File: src/rtl/pipe_stage_chain.sv
// Parametrised pipeline register chain carrying payload, destination register and
// write-enable, with per-stage valid, stall/bubble insertion, ranged flush and forwarding lookup.
module pipe_stage_chain #(
  parameter int unsigned DW     = 32,
  parameter int unsigned RW     = 5,
  parameter int unsigned STAGES = 4,
  parameter int unsigned CW     = 32,
  localparam int unsigned SW    = $clog2(STAGES + 1)
) (
  input  logic              clk,
  input  logic              rst,
  input  logic              in_valid,
  input  logic [DW-1:0]     in_data,
  input  logic [RW-1:0]     in_rd,
  input  logic              in_wen,
  output logic              in_ready,
  input  logic [STAGES-1:0] stall,
  input  logic              flush_en,
  input  logic [SW-1:0]     flush_lvl,
  input  logic [RW-1:0]     q_rs,
  input  logic [RW-1:0]     q_rt,
  output logic              fwd_hit_a,
  output logic [SW-1:0]     fwd_stg_a,
  output logic [DW-1:0]     fwd_dat_a,
  output logic              fwd_hit_b,
  output logic [SW-1:0]     fwd_stg_b,
  output logic [DW-1:0]     fwd_dat_b,
  output logic              out_valid,
  output logic [DW-1:0]     out_data,
  output logic [RW-1:0]     out_rd,
  output logic              out_we,
  output logic [CW-1:0]     cnt_stall,
  output logic [CW-1:0]     cnt_flush,
  output logic [CW-1:0]     cnt_retire
);

  typedef struct packed {
    logic          valid;
    logic          wen;
    logic [RW-1:0] rd;
    logic [DW-1:0] data;
  } stage_t;

  stage_t            st_q [STAGES];
  stage_t            st_d [STAGES];
  logic [STAGES-1:0] hold;
  logic [CW-1:0]     cnt_stall_q, cnt_stall_d;
  logic [CW-1:0]     cnt_flush_q, cnt_flush_d;
  logic [CW-1:0]     cnt_retire_q, cnt_retire_d;

  // A stall bit freezes its own stage and every younger one.
  always_comb begin
    hold = '0;
    for (int unsigned i = 0; i < STAGES; i++) begin
      hold[i] = |(stall >> i);
    end
  end

  assign in_ready = ~hold[0];

  // Stage advance / bubble insertion; flush overrides hold on the killed range.
  always_comb begin
    for (int unsigned i = 0; i < STAGES; i++) begin
      st_d[i] = st_q[i];
    end
    if (!hold[0]) begin
      st_d[0].valid = in_valid & ~flush_en;
      st_d[0].wen   = in_wen;
      st_d[0].rd    = in_rd;
      st_d[0].data  = in_data;
    end
    for (int unsigned i = 1; i < STAGES; i++) begin
      if (!hold[i]) begin
        if (hold[i-1]) begin
          st_d[i] = '0;
        end else begin
          st_d[i] = st_q[i-1];
        end
      end
    end
    if (flush_en) begin
      for (int unsigned i = 0; i < STAGES; i++) begin
        if (i <= 32'(flush_lvl)) begin
          st_d[i].valid = 1'b0;
        end
      end
    end
  end

  assign out_valid = st_q[STAGES-1].valid;
  assign out_data  = st_q[STAGES-1].data;
  assign out_rd    = st_q[STAGES-1].rd;
  assign out_we    = st_q[STAGES-1].valid & st_q[STAGES-1].wen & (st_q[STAGES-1].rd != '0);

  // Saturating event counters.
  always_comb begin
    cnt_stall_d  = cnt_stall_q;
    cnt_flush_d  = cnt_flush_q;
    cnt_retire_d = cnt_retire_q;
    if ((|stall) && (cnt_stall_q != '1)) cnt_stall_d = cnt_stall_q + CW'(1);
    if (flush_en && (cnt_flush_q != '1)) cnt_flush_d = cnt_flush_q + CW'(1);
    if (out_we && (cnt_retire_q != '1))  cnt_retire_d = cnt_retire_q + CW'(1);
  end

  assign cnt_stall  = cnt_stall_q;
  assign cnt_flush  = cnt_flush_q;
  assign cnt_retire = cnt_retire_q;

  always_ff @(posedge clk) begin
    if (rst) begin
      for (int unsigned i = 0; i < STAGES; i++) begin
        st_q[i] <= '0;
      end
      cnt_stall_q  <= '0;
      cnt_flush_q  <= '0;
      cnt_retire_q <= '0;
    end else begin
      for (int unsigned i = 0; i < STAGES; i++) begin
        st_q[i] <= st_d[i];
      end
      cnt_stall_q  <= cnt_stall_d;
      cnt_flush_q  <= cnt_flush_d;
      cnt_retire_q <= cnt_retire_d;
    end
  end

  // Youngest-first lookup: scanning oldest to youngest lets the smallest stage win.
  always_comb begin
    fwd_hit_a = 1'b0;
    fwd_stg_a = '0;
    fwd_dat_a = '0;
    fwd_hit_b = 1'b0;
    fwd_stg_b = '0;
    fwd_dat_b = '0;
    for (int i = int'(STAGES) - 1; i >= 0; i--) begin
      if (st_q[i].valid && st_q[i].wen && (st_q[i].rd == q_rs) && (q_rs != '0)) begin
        fwd_hit_a = 1'b1;
        fwd_stg_a = SW'(i + 1);
        fwd_dat_a = st_q[i].data;
      end
      if (st_q[i].valid && st_q[i].wen && (st_q[i].rd == q_rt) && (q_rt != '0)) begin
        fwd_hit_b = 1'b1;
        fwd_stg_b = SW'(i + 1);
        fwd_dat_b = st_q[i].data;
      end
    end
  end

endmodule
File: config.mk
export PLATFORM = sky130hd
export DESIGN_NAME = pipe_stage_chain
export DESIGN_NICKNAME = d
export VERILOG_FILES = /design/src/rtl/pipe_stage_chain.sv
export SDC_FILE = /design/constraint.sdc
export NUM_CORES = 1
export LEC_CHECK = 0
export CAP_MARGIN = 20
export CORE_AREA = 3 3 201 203
export CTS_CLUSTER_DIAMETER = 120
export DETAILED_ROUTE_END_ITERATION = 16
export DIE_AREA = 0 0 204 206
export GPL_TIMING_DRIVEN = 1
export PLACE_DENSITY_LB_ADDON = 0.15
export SLEW_MARGIN = 15
export SYNTH_ARGS = -nofsm -noshare
export SYNTH_HDL_FRONTEND = slang
export SYNTH_SLANG_ARGS = --single-unit
File: constraint.sdc
create_clock -name clk -period 3.2 [get_ports clk]
set_input_delay 0.48 -clock clk [delete_from_list [all_inputs] [get_ports clk]]
set_output_delay 0.48 -clock clk [all_outputs]
set_load 0.01 [all_outputs]
* Word-level counts from Yosys, hierarchy flattened
Memories as Yosys holds them, arrays and structs flattened.
Cells that the tools add are included.
** Word-level totals
- Bits in registers :: 96
- Bits in writable memories :: 156
- Bits of input ports :: 59
- Output and inout port bits :: 208
- Word-level logic and storage cells :: 104
- Memories :: 1
** Cells by class
- Add/sub/neg operators :: 3
- Magnitude comparators :: 3
- Equal/unequal tests :: 11
- Mux-type cells :: 45
- Bitwise logic cells :: 9
- Reductions and logical operators :: 29
** Memories
- st_q :: depth 4, bits a word 39, read ports 4, clocked after Yosys merged registers in 0, write ports 4, line 44 : stage_t st_q [STAGES];
** Operator list (number)
- $mux W39 :: 11
- $mux W32 :: 8
- $add A32 B1 Y32 const B :: 3
- $ne A32 B32 Y1 const B :: 3
- $eq A5 B5 Y1 :: 8
- $mux W3 :: 8
- $logic_and A1 B1 Y1 :: 23
- $mux W1 :: 18
- $reduce_bool A5 Y1 :: 3
- $le A2 B3 Y1 const A :: 2
- $or A1 B1 Y1 :: 4
- $reduce_or A4 Y1 :: 1
- $and A1 B1 Y1 :: 3
- $le A1 B3 Y1 const A :: 1
- $reduce_or A3 Y1 :: 1
- $not A1 Y1 :: 2
- $reduce_or A2 Y1 :: 1

* Logic depth before layout (Yosys ltp)
Gate-level depths: netlist of the first run.
- Depth in word-level cells :: 7
- Depth in mapped cells :: 9
- Gate-level depth less buffers :: 6

* Worst setup path before layout of the first run
No wires, ideal clock.
- Kind :: input port to output port
- Start :: in q_rt[0]
- End :: out fwd_dat_b[22]
- Arrival time :: 2.442 ns
- Data required time :: 2.720 ns
- Path slack :: 0.278 ns
- Cell stages on the path :: 8
- Path buffers :: 3
- Cell sequence :: buf_2 or4_4 or2_4 and4_1 buf_2 nor4_4 buf_6 o2bb2ai_1
** On the way
- Word-level cells in the longest chain between the ends :: 7
- Elaborated cells between the ends (all ways) :: 17
- Classes of those cells :: 4 x eq/ne; 4 x mux; 9 x reduce/logical
** RTL lines
- start: declaration :: line 21 : input logic [RW-1:0] q_rt,
- $eq A5 B5 Y1 :: line 141 : if (st_q[i].valid && st_q[i].wen && (st_q[i].rd == q_rt) && (q_rt != '0)) begin
- $logic_and A1 B1 Y1 (2 in series) :: line 141
- $mux W32 (3 in series) :: line 141
- $mux W32 * :: line 141
- end: declaration :: line 27 : output logic [DW-1:0] fwd_dat_b,
Every way passes the cells marked *; elsewhere a longest branch is shown, timed or not.

* Final worst setup path of the first run
- Start :: in q_rs[0]
- End :: out fwd_dat_a[15]
** On the way
- Word-level cells in the longest chain between the ends :: 7
- Elaborated cells between the ends (all ways) :: 17
- Classes of those cells :: 4 x eq/ne; 4 x mux; 9 x reduce/logical
** RTL lines
- start: declaration :: line 20 : input logic [RW-1:0] q_rs,
- $eq A5 B5 Y1 :: line 136 : if (st_q[i].valid && st_q[i].wen && (st_q[i].rd == q_rs) && (q_rs != '0)) begin
- $logic_and A1 B1 Y1 (2 in series) :: line 136
- $mux W32 (3 in series) :: line 136
- $mux W32 * :: line 136
- end: declaration :: line 24 : output logic [DW-1:0] fwd_dat_a,
Marks and branches as above.

==> results.md, run 1 <==
* GRT Resource Usage Total at 22.89%
* GP Congestion at 0.9653
* Ys async rst share at 0%
* Clock-pin slew on the worst setup and hold paths at 60 ps
* Via Count at 14,190
* I/O Buffers at 266
* Required @ worst endpoint at 2720 ps
* Area Growth Syn to Fin at 36.75%
* Power, Total at 0.007001 W
* Seq/Total Area, Yosys at 36.47%
* Startpoint types: input port
* Vias in the first global route at 13,860
* Final setup viols at 25
* Flops & latches, synth at 252
* Core ar. at 0.03865 mm²
* # rows at 72
* Largest net degree at the start of global routing at 155
* Final critical-path setup slack at -52.77 ps
* WHS Path Cells at 3
* Fmax at 307.4 MHz
* CP Class: in2out
* Die area at 0.04202 mm²
* Leakage at 6.238 nW
* Synthesized instance count at 1,782
* EDFF count, synth at 0
* Cts bufs inserted at 30
* Crit path depth at 10
* Ys flop type: dfxtp_1
* Unrepaired setup endpoints after global routing: true
* Vias per inst at 5.554
* Tmin final at 3253 ps
* CTS tree: built
* CP max stage delay at 530 ps
* CP cell instances: dlygate4sd2_1 -> or4_4 -> buf_6 -> o211ai_4 -> nor2_2 -> or4_4 -> buf_12 -> buf_16 -> o221ai_2 -> buf_2
* CP bufs+invs at 5
* Slowest cell on crit path: or4_4
* Die width at 204 µm
* Clock Tree Buf Depth at 3
* Least-Margin Pin Slew at 1135 ps
* Final HPWL DP at 33.20 mm
* CTS root buf: clkbuf_16
* Worst Skew at 19.49 ps
* Placed Area at 0.01710 mm²
* Drt first pass iters at 5
* Max Slew Vio Count at 0
* Antenna Violating Nets Remaining at 0
* Starting density of the core at 35.79%
* Layout cells sized above 1 at 18.53%
* Synthesized area per cell at 7.762 µm²
* Endpoints failing hold at 0
* Worst reg2reg path depth at 7
* Power Dens Cells at 370.1 mW/mm²
* Wire per inst at 19.65 µm
* CTS H-tree depth at 1
* Worst vdd ir at 0.3888 mV
* CTS sink count at 252
* I/O pin cnt at 267
* WL final at 50.18 mm
* Failing checks: negative setup slack
* Synth warnings at 0
* Distinct cells, synth at 59
* CP arrival at 2770 ps
* Residual DRC at 0
* Final worst-path cycle share at 101.6%
* Critical path's most frequent cell: or4_4
* Design area at 0.01892 mm²
* Post-Syn Area at 0.01383 mm²
* Height of the die at 206 µm
* Delay-heaviest family, CP: simple AND/OR/NAND/NOR gates
* Nets at 2,074
* Syn nets at 1,844
* Worst Path Max Fanout at 8
* Setup crit end kind: output port
* # Max-Cap Violations at 0
* Hold/Removal Path Class: in2reg
* Initial DRC count at 824
* Clk Latency, worst-skew pair at 570 ps
* Max-slew headroom at 24.35%
* Outcome: complete, but fails checks
* First-pass GRT wire length at 78.52 mm
* Initial antenna violation count at 5
* Total global routing overflow at 0
==> worst paths after layout <==
check,slack (ps),startpoint,to
worst max-delay path,-50,q_rs[0],fwd_dat_a[15]
worst min-delay path,460,in_data[11],st_q[0][11]
worst max register to register,750,cnt_retire[0],cnt_retire[11]
worst min register to register,470,st_q[2][37],st_q[2][37]
==> per-layer routing <==
layer	part of all wire, %	GRT usage (%)
met1	44	30.25
met2	46	37.63
met3	7.7	5.103
met4	2.4	6.685
met5	0.14	0
==> cells by family after synthesis <==
logic type               count (synthesis)  share of synthesized area (%)
AO/OA/AOI/OAI                          419                          20.35
multiplexers                            16                          1.266
buffers and inverters                  265                          8.765
XOR/XNOR                                66                          4.179
adder cells (fa/ha/maj)                  3                         0.2714
AND/OR/NAND/NOR                        761                          28.69
flip-flops                             252                          36.47
==> power breakdown <==
part | leakage (nW) | switching, W | internal (W) | total [W]
logic | 3.71 | 0.000235 | 0.000149 | 0.000383
clock network | 0.494 | 0.00140 | 0.00204 | 0.00344
registers | 2.04 | 0.0000229 | 0.00316 | 0.00318
total | 6.24 | 0.00166 | 0.00534 | 0.00700
==> stage by stage <==
step | hold slack [ps] | worst slack (ps) | cells | TNS, ps | util [%]
after floorplan | 433.7 | 277.6 | 1782 | 0 | -
after global placement | 451.8 | -878.2 | 2473 | -49460 | 44.23
after detailed placement | 455.7 | -902.4 | 2473 | -51190 | 44.23
after CTS | 438.0 | -147.4 | 2553 | -3370 | 48.01
after global routing | 460.3 | -130.6 | 2553 | -4086 | 48.94
final | 462.0 | -52.77 | 2554 | -448.2 | 48.94
==> state kept, by name, indices dropped and copies added (netlist names) <==
signal / flops
cnt_stall: 32
cnt_flush: 32
cnt_retire: 32
st_q: 156
==> Yosys cell counts (8+ instances only) <==
cell type | n | area share (%)
o221ai_2 | 29 | 3.1
nor2b_1 | 14 | 0.63
a31oi_1 | 35 | 1.6
clkbuf_1 | 120 | 3.3
nand3b_1 | 11 | 0.60
and4_1 | 14 | 0.89
a311oi_1 | 36 | 2.3
buf_4 | 38 | 2.1
o31ai_1 | 17 | 0.92
nor3b_1 | 79 | 4.3
or4_1 | 27 | 1.5
nor4_1 | 11 | 0.50
buf_1 | 9 | 0.24
xnor2_1 | 45 | 2.8
xor2_1 | 21 | 1.3
a21oi_1 | 211 | 7.6
nor3_1 | 71 | 2.6
buf_2 | 11 | 0.40
or3_1 | 68 | 3.1
nand3_1 | 37 | 1.3
dfxtp_1 | 252 | 36
inv_1 | 77 | 2.1
mux2_2 | 11 | 0.90
nor2_1 | 171 | 4.6
nand2_1 | 188 | 5.1
o21ai_0 | 36 | 1.3
buf_6 | 8 | 0.65
nand4_1 | 39 | 1.8
o2bb2ai_1 | 31 | 2.0
==> worst reg2reg max path: stages, from the launching register on <==
cell and delay [ps]:
dfxtp_1 420, ha_1 200, nand3_1 300, or3_1 500
o2111ai_1 470, buf_4 240, or3_1 110, a21oi_1 60
==> cells in the final DEF, fill, tap and decap left out, types with 14 or more instances in the layout <==
master           instances
dfxtp_1                244
a21oi_1                211
nand2_1                187
clkdlybuf4s50_1        180
nor2_1                 168
nor3b_1                 79
buf_4                   78
inv_1                   77
nor3_1                  70
or3_1                   67
buf_2                   50
xnor2_1                 41
nand4_1                 39
nand3_1                 37
o21ai_0                 36
buf_6                   33
a31oi_1                 31
o221ai_2                30
clkbuf_16               30
or4_1                   24
xor2_1                  20
a311oi_2                19
buf_12                  18
o31ai_1                 17
a311oi_1                15
nor2b_1                 14
==> layout make-up <==
| type | instances | area [µm²] |
|---|---|---|
| diodes | 1 | 2.502 |
| flip-flops and latches | 252 | 5055 |
| inverters | 78 | 292.8 |
| clock buffers | 43 | 869.6 |
| fillers | 3767 | 19730 |
| repair buffers | 385 | 3729 |
| multi-input cells | 1265 | 8195 |
| clock inverters | 12 | 123.9 |
| well taps | 518 | 648.1 |
==> repair_timing <==
item / CTS / global route
hold buffers: 0 / 0
setup endpoints to repair: 72 / 69
setup buffers: 18 / 5
gates cloned: 8 / 0
gates resized for setup: 375 / 67
pin swaps: 26 / 20
Note: power is estimated with default switching activity, not from simulation.
==> inputs of run 2 (changes only) <==
ABC_CLOCK_PERIOD_IN_PS = 3200   (was default)
GPL_ROUTABILITY_DRIVEN = 0   (was default)
GPL_TIMING_DRIVEN = default   (was 1)
==> results of run 2 <==
No change in the layout: final DEF, timing and power equal those of run 1.
